==> src/rtl/param_lock.sv <==
// param_lock: code lock, CODE_LEN-digit attempts, timed unlock, brute-force lockout, re-programmable code.
// Latency: outputs registered, one edge after the sampled digit; no backpressure, one digit per cycle.
module param_lock #(
  parameter int                  CODE_LEN       = 5,
  parameter logic [CODE_LEN-1:0] CODE           = 5'b01011,
  parameter int                  MAX_FAIL       = 3,
  parameter int                  UNLOCK_CYCLES  = 8,
  parameter int                  LOCKOUT_CYCLES = 16
) (
  input  logic                            i_clk,
  input  logic                            i_reset,
  input  logic                            i_b0,
  input  logic                            i_b1,
  input  logic                            i_prog,
  output logic                            o_unlock,
  output logic                            o_locked_out,
  output logic                            o_prog_active,
  output logic [$clog2(CODE_LEN+1)-1:0]   o_digit_cnt,
  output logic [$clog2(MAX_FAIL+1)-1:0]   o_fail_cnt
);

  localparam int DW   = $clog2(CODE_LEN + 1);
  localparam int FW   = $clog2(MAX_FAIL + 1);
  localparam int TMAX = (UNLOCK_CYCLES > LOCKOUT_CYCLES) ? UNLOCK_CYCLES : LOCKOUT_CYCLES;
  localparam int TW   = $clog2(TMAX + 1);

  typedef enum logic [1:0] {
    ST_IDLE    = 2'd0,
    ST_OPEN    = 2'd1,
    ST_PROG    = 2'd2,
    ST_LOCKOUT = 2'd3
  } state_t;

  state_t              r_state;
  logic [CODE_LEN-1:0] r_entry;
  logic [CODE_LEN-1:0] r_code;
  logic [DW-1:0]       r_dcnt;
  logic [FW-1:0]       r_fcnt;
  logic [TW-1:0]       r_timer;
  logic                r_unlock;
  logic                r_locked_out;
  logic                r_prog_active;

  state_t              w_state_nxt;
  logic [CODE_LEN-1:0] w_entry_nxt;
  logic [CODE_LEN-1:0] w_code_nxt;
  logic [DW-1:0]       w_dcnt_nxt;
  logic [FW-1:0]       w_fcnt_nxt;
  logic [TW-1:0]       w_timer_nxt;

  logic                w_digit_vld;
  logic                w_clear;
  logic                w_last;
  logic [CODE_LEN-1:0] w_shifted;

  // Exactly one button high is a digit (b1 carries its value); both high is CLEAR.
  assign w_digit_vld = i_b0 ^ i_b1;
  assign w_clear     = i_b0 & i_b1;
  assign w_shifted   = {r_entry[CODE_LEN-2:0], i_b1};
  assign w_last      = (r_dcnt == DW'(CODE_LEN - 1));

  always_comb begin
    w_state_nxt = r_state;
    w_entry_nxt = r_entry;
    w_code_nxt  = r_code;
    w_dcnt_nxt  = r_dcnt;
    w_fcnt_nxt  = r_fcnt;
    w_timer_nxt = r_timer;

    case (r_state)
      ST_IDLE: begin
        if (w_clear) begin
          w_dcnt_nxt = '0;
        end else if (w_digit_vld) begin
          w_entry_nxt = w_shifted;
          if (w_last) begin
            w_dcnt_nxt  = '0;
            w_timer_nxt = '0;
            if (w_shifted == r_code) begin
              w_state_nxt = ST_OPEN;
              w_fcnt_nxt  = '0;
            end else if (r_fcnt == FW'(MAX_FAIL - 1)) begin
              // fail_cnt parks at MAX_FAIL for the whole lockout
              w_state_nxt = ST_LOCKOUT;
              w_fcnt_nxt  = FW'(MAX_FAIL);
            end else begin
              w_fcnt_nxt = r_fcnt + FW'(1);
            end
          end else begin
            w_dcnt_nxt = r_dcnt + DW'(1);
          end
        end
      end

      ST_OPEN: begin
        if (i_prog) begin
          w_state_nxt = ST_PROG;
          w_dcnt_nxt  = '0;
        end else if (r_timer == TW'(UNLOCK_CYCLES - 1)) begin
          w_state_nxt = ST_IDLE;
        end else begin
          w_timer_nxt = r_timer + TW'(1);
        end
      end

      ST_PROG: begin
        if (w_clear) begin
          w_state_nxt = ST_IDLE;
          w_dcnt_nxt  = '0;
        end else if (w_digit_vld) begin
          w_entry_nxt = w_shifted;
          if (w_last) begin
            w_code_nxt  = w_shifted;
            w_state_nxt = ST_IDLE;
            w_dcnt_nxt  = '0;
            w_fcnt_nxt  = '0;
          end else begin
            w_dcnt_nxt = r_dcnt + DW'(1);
          end
        end
      end

      ST_LOCKOUT: begin
        w_dcnt_nxt = '0;
        if (r_timer == TW'(LOCKOUT_CYCLES - 1)) begin
          w_state_nxt = ST_IDLE;
          w_fcnt_nxt  = '0;
        end else begin
          w_timer_nxt = r_timer + TW'(1);
        end
      end

      default: begin
        w_state_nxt = ST_IDLE;
        w_dcnt_nxt  = '0;
        w_fcnt_nxt  = '0;
        w_timer_nxt = '0;
      end
    endcase
  end

  always_ff @(posedge i_clk) begin
    if (!i_reset) begin
      r_state       <= ST_IDLE;
      r_entry       <= '0;
      r_code        <= CODE;
      r_dcnt        <= '0;
      r_fcnt        <= '0;
      r_timer       <= '0;
      r_unlock      <= 1'b0;
      r_locked_out  <= 1'b0;
      r_prog_active <= 1'b0;
    end else begin
      r_state       <= w_state_nxt;
      r_entry       <= w_entry_nxt;
      r_code        <= w_code_nxt;
      r_dcnt        <= w_dcnt_nxt;
      r_fcnt        <= w_fcnt_nxt;
      r_timer       <= w_timer_nxt;
      r_unlock      <= (w_state_nxt == ST_OPEN);
      r_locked_out  <= (w_state_nxt == ST_LOCKOUT);
      r_prog_active <= (w_state_nxt == ST_PROG);
    end
  end

  assign o_unlock      = r_unlock;
  assign o_locked_out  = r_locked_out;
  assign o_prog_active = r_prog_active;
  assign o_digit_cnt   = r_dcnt;
  assign o_fail_cnt    = r_fcnt;

endmodule

==> config.mk <==
export PLATFORM = sky130hd
export DESIGN_NAME = param_lock
export DESIGN_NICKNAME = d
export VERILOG_FILES = /design/src/rtl/param_lock.sv
export SDC_FILE = /design/constraint.sdc
export NUM_CORES = 1
export LEC_CHECK = 0
export ABC_AREA = 1
export CORE_ASPECT_RATIO = 1.1
export CORE_UTILIZATION = 52
export CTS_BUF_LIST = sky130_fd_sc_hd__clkbuf_8
export CTS_CLUSTER_SIZE = 24
export DETAILED_ROUTE_END_ITERATION = 8
export GPL_ROUTABILITY_DRIVEN = 0
export PLACE_DENSITY_LB_ADDON = 0.2
export REMOVE_ABC_BUFFERS = 1
export SETUP_SLACK_MARGIN = 0.02
export SLEW_MARGIN = 20
export SYNTH_ARGS = -nofsm -noshare
export SYNTH_HDL_FRONTEND = slang
export SYNTH_SLANG_ARGS = --single-unit
export TNS_END_PERCENT = 10
==> constraint.sdc <==
create_clock -name i_clk -period 1.5 [get_ports i_clk]
set_input_delay 0.375 -clock i_clk [delete_from_list [all_inputs] [get_ports i_clk]]
set_output_delay 0.375 -clock i_clk [all_outputs]
set_load 0.01 [all_outputs]
# Word level (Yosys, flattened, before mapping)
# Cells that the tools add are included.
# totals
out_inout_bits,8
ff_bits,24
word_cells,81
inputBits,5
# op_classes
n_mux,34
n_addsub,3
n_eq_ne,23
reduce_logical,9
n_bitwise,3
# ops
operator,count
2-bit 2-to-1 mux,20
5-bit 2-to-1 mux,6
"2-bit != test, second input constant",11
5-bit case mux with 3 select lines,1
3-bit 2-to-1 mux,4
"2-bit equality test, second input constant",5
3-bit case mux with 3 select lines,1
2-bit case mux with 4 select lines,1
8-bit AND reduction,1
7-bit AND reduction,1
2-bit case mux with 3 select lines,1
3-bit nonzero test,2
"5-bit by 1-bit adder with 5-bit output, second input constant",1
"5-bit by 3-bit equality test with 1-bit output, second input constant",1
"5-bit by 4-bit equality test with 1-bit output, second input constant",1
5-bit equality test,1
"2-bit by 1-bit equality test with 1-bit output, second input constant",2
4-bit AND reduction,1
"3-bit by 1-bit adder with 3-bit output, second input constant",1
"3-bit equality test, second input constant",1
"3-bit by 1-bit != test with 1-bit output, second input constant",1
3-bit AND reduction,1
"2-bit by 1-bit adder with 2-bit output, second input constant",1
2-bit zero test,1
other kinds (5),5

# Longest topological paths before layout
# logic_depth
word_depth,8
ltp_mapped,11
depth_no_buf,11

# Worst setup path after synthesis
# No wires, ideal clock.
# synth_path
path_type,register -> register
startpoint,register r_timer[0]
endpoint,register r_timer[1]
arrival_time_ns,1.347
t_required_ns,1.384
slack_ns,0.037
period_less_slack_ns,1.463
stages_incl_launch_ff,11
path_buffers,0
setup_time_ns,0.116
path_cell_list,dfxtp_1 -> ha_1 -> nand2_1 -> nor2_1 -> ha_1 -> o21ai_1 -> nand2_1 -> nor2_4 -> nand2_1 -> o21ai_0 -> nor2_1
# synth_via
elab_chain_len,4
word_cells_on_any_way,10
cone_classes,1 x add/sub; 4 x eq/ne; 4 x mux; 1 x reduce/logical
# synth_lines
item,line,rtl
"start, declared",39,logic [TW-1:0] r_timer;
"start signal, assigned",159,r_timer <= w_timer_nxt;
5-bit by 1-bit adder with 5-bit output,"102, 129",
5-bit 2-to-1 mux,99,end else if (r_timer == TW'(UNLOCK_CYCLES - 1)) begin
5-bit 2-to-1 mux,96,if (i_prog) begin
5-bit case mux with 3 select lines,70,case (r_state)
# Several ways; a longest one is shown, not always the timed one. The select of a mux whose other input is x is not followed.
# A chain may end at the register's enable or synchronous reset.

# Worst setup path in the final report
# layout_path
startpoint,"register r_dcnt[0], in the netlist o_digit_cnt[0]"
endpoint,register r_timer[1]
# layout_via
elab_chain_len,3
# layout_lines
item,line,rtl
"start, declared",37,logic [DW-1:0] r_dcnt;
"start signal, assigned",157,r_dcnt <= w_dcnt_nxt;
3-bit equality test,60,assign w_last = (r_dcnt == DW'(CODE_LEN - 1));
2-bit != test (no source line),-,
7-bit AND reduction (no source line),-,
# Every way passes these cells.

==> flow_metrics.tcl <==
set metrics [dict create \
    place_ws_ns -0.521 \
    grt_usage_pct 25.0 \
    yosysUniqueCellTypes 23 \
    portBuffers 12 \
    setup_violations 0 \
    syn_to_final_growth_pct 30.0 \
    grt_pass1_wl_um 5000 \
    clock-sinks 24 \
    critical_path_required_ns 1.66 \
    setup-tns-final_ns 0 \
    synth_area_per_cell_um2 6.71 \
    drc_errors 0 \
    rsz0062_at_grt "yes" \
    ir_drop_v 0.000729 \
    wl_per_cell_um 12.6 \
    synth_seq_cells 24 \
    ant_nets 0 \
    clk_latency_ns 0.27 \
    end_kind "register" \
    clk_pin_slew_ns 0.09 \
    min_period_ns 1.44 \
    hold_viol_final 0 \
    dpl_cell_area_mm2 0.00152 \
    cts_root_buffer "clkbuf_8" \
    fp.dieH_um 54.5 \
    syn_area_mm2 0.00130 \
    cts_buffers 3 \
    num_rows 18 \
    core-area_mm2 0.00230 \
    max_freq_ghz 0.693 \
    start_util_pct 56.7 \
    final_layout_size_suffix_gt1_share_pct 24.5 \
    via_per_inst 5.14 \
    criticalPathCategory "reg -> reg" \
    cp-start-kind "register" \
    p_leak_nw 0.828 \
    routed-via-count 1286 \
    ctsHoldBuffers 0 \
    path_max_fanout 6 \
    power.total_mw 1.45 \
    status "finished clean" \
    reg2reg_depth 11 \
    htree_levels 1 \
    skew_ns 0.00460 \
    io_pins 13 \
    whs_path_depth 2 \
    postRouteWirelength_um 3150 \
    initialDrtViolationCount 21 \
    arrival_ns 1.60 \
    num_antenna_cells 0 \
    postLayoutCellArea_mm2 0.00169 \
    firstDrtPassIters 4 \
    tritoncts "done" \
    dp_hpwl_um 2140 \
    fin_crit_sh_pct 96.3 \
    ys_warn_count 0 \
    cts.path.max_buffers 2 \
    min-delay-path-class "reg -> reg" \
    slew_viol_final 0 \
    slew-limit-headroom_pct 78.8 \
    grt_pass1_vias 1195 \
    antenna_found_initial 0 \
    grt_max_degree 15 \
    maxCapViolCount 0 \
    synth_seq_area_share_pct 36.9 \
    power_density_mw_per_mm2 857 \
    die_w_um 49.7 \
    worst_slack_ns 0.0562 \
    worst_pin_slew_ns 0.318 \
    synthCells 194 \
    final_core_util_pct 73.7 \
    overflow 0 \
    nets 232 \
    die_area_mm2 0.00271 \
]
-- layout make-up --
class	count	area, um^2
multi-input combinational	135	782
inverter	33	124
fill	192	604
clock buffer	3	41.3
clock inverter	1	30.0
sequential	24	488
timing repair buffer	24	190
tap	30	37.5
-- state kept, by name (all words and copies together) (netlist names) --
name / count
o_digit_cnt: 3
o_fail_cnt: 2
o_locked_out: 1
o_prog_active: 1
o_unlock: 1
r_code: 5
r_entry: 4
r_state: 2
r_timer: 5
-- final timing paths --
check	endpoint	startpoint	slack, ns
worst max-delay path	r_timer[1]$_SDFFE_PN0P_	o_digit_cnt[0]$_SDFFE_PN0P_	0.06
worst min-delay path	r_code[4]$_SDFFE_PN0P_	r_code[4]$_SDFFE_PN0P_	0.48
worst max register to register	r_timer[1]$_SDFFE_PN0P_	o_digit_cnt[0]$_SDFFE_PN0P_	0.06
worst min register to register	r_code[4]$_SDFFE_PN0P_	r_code[4]$_SDFFE_PN0P_	0.48
-- cells in the mapped netlist --
library cell | instances | area share (%)
a21oi_2 | 1 | 0.67
ha_1 | 6 | 5.8
buf_6 | 1 | 0.86
clkbuf_1 | 1 | 0.29
o21ai_0 | 12 | 4.6
xor2_1 | 1 | 0.67
nand3_1 | 9 | 3.5
nor2_4 | 3 | 2.6
a211oi_1 | 1 | 0.58
o211ai_1 | 3 | 1.7
nand2_1 | 47 | 14
nor2_1 | 26 | 7.5
inv_2 | 3 | 0.86
nand2_2 | 4 | 1.9
dfxtp_1 | 24 | 37
nor2_2 | 2 | 0.96
nor3_1 | 2 | 0.77
inv_1 | 30 | 8.6
o21ai_2 | 1 | 0.67
nand3b_1 | 1 | 0.58
xnor2_1 | 1 | 0.67
a21oi_1 | 14 | 5.4
o21ai_1 | 1 | 0.38
-- repair_timing --
item                                    4_1_cts  5_1_grt
buffers inserted                              1        1
endpoints found under the setup margin       32       18
pin swaps                                    13       13
hold endpoints to repair                      0        0
resized for setup                            29       17
-- cell families (layout without fill, tap and decap cells) --
| group | count (synthesis) | after routing | share of synthesized area, % |
|---|---|---|---|
| AOI/OAI and AO/OA | 33 | 33 | 14.0 |
| buffers and inverters | 35 | 61 | 10.7 |
| adders and majority gates | 6 | 6 | 5.76 |
| and+or+nand+nor | 94 | 94 | 31.3 |
| xor gates and xnor gates | 2 | 2 | 1.35 |
| DFF | 24 | 24 | 36.9 |
-- stage by stage --
step	instances	hold WS [ns]
floorplan	192	0.444
global placement	244	0.454
detailed placement	244	0.465
CTS	249	0.479
global route	250	0.495
finish	250	0.476
-- worst max-delay path: stages (launching register included) --
cell	delay, ns
dfxtp_2	0.35
inv_2	0.08
ha_4	0.15
nand2_4	0.05
nor2_4	0.14
nand2_1	0.09
nand2_2	0.08
nand2_2	0.07
nor2_4	0.14
nand2_1	0.07
o21ai_1	0.07
nor2_1	0.05
-- placed cells by master (no fill, tap or decap), types with 6 or more instances in the layout --
cell | synthesis | final
a21oi_1 | 14 | 12
buf_4 | 0 | 12
dfxtp_1 | 24 | 18
dfxtp_2 | 0 | 6
dlygate4sd2_1 | 0 | 8
inv_1 | 30 | 27
inv_2 | 3 | 6
nand2_1 | 47 | 43
nand2_2 | 4 | 6
nand3_1 | 9 | 8
nor2_1 | 26 | 25
o21ai_0 | 12 | 9
-- metal layers --
metal / wire length (um) / vias to the layer above / GRT usage [%]
li1: - / 660 / -
met1: 1320 / 586 / 24.7
met2: 1660 / 31 / 50.9
met3: 79 / 9 / 4.17
met4: 94 / 0 / 12.9
met5: 0 / - / 0
-- power by group --
group | switching (mW) | total [mW] | internal, mW
clock | 0.218 | 0.575 | 0.357
sequential | 0.0189 | 0.677 | 0.659
combinational | 0.114 | 0.198 | 0.0836
total | 0.351 | 1.45 | 1.10
Note: power is estimated with default switching activity, not from simulation.
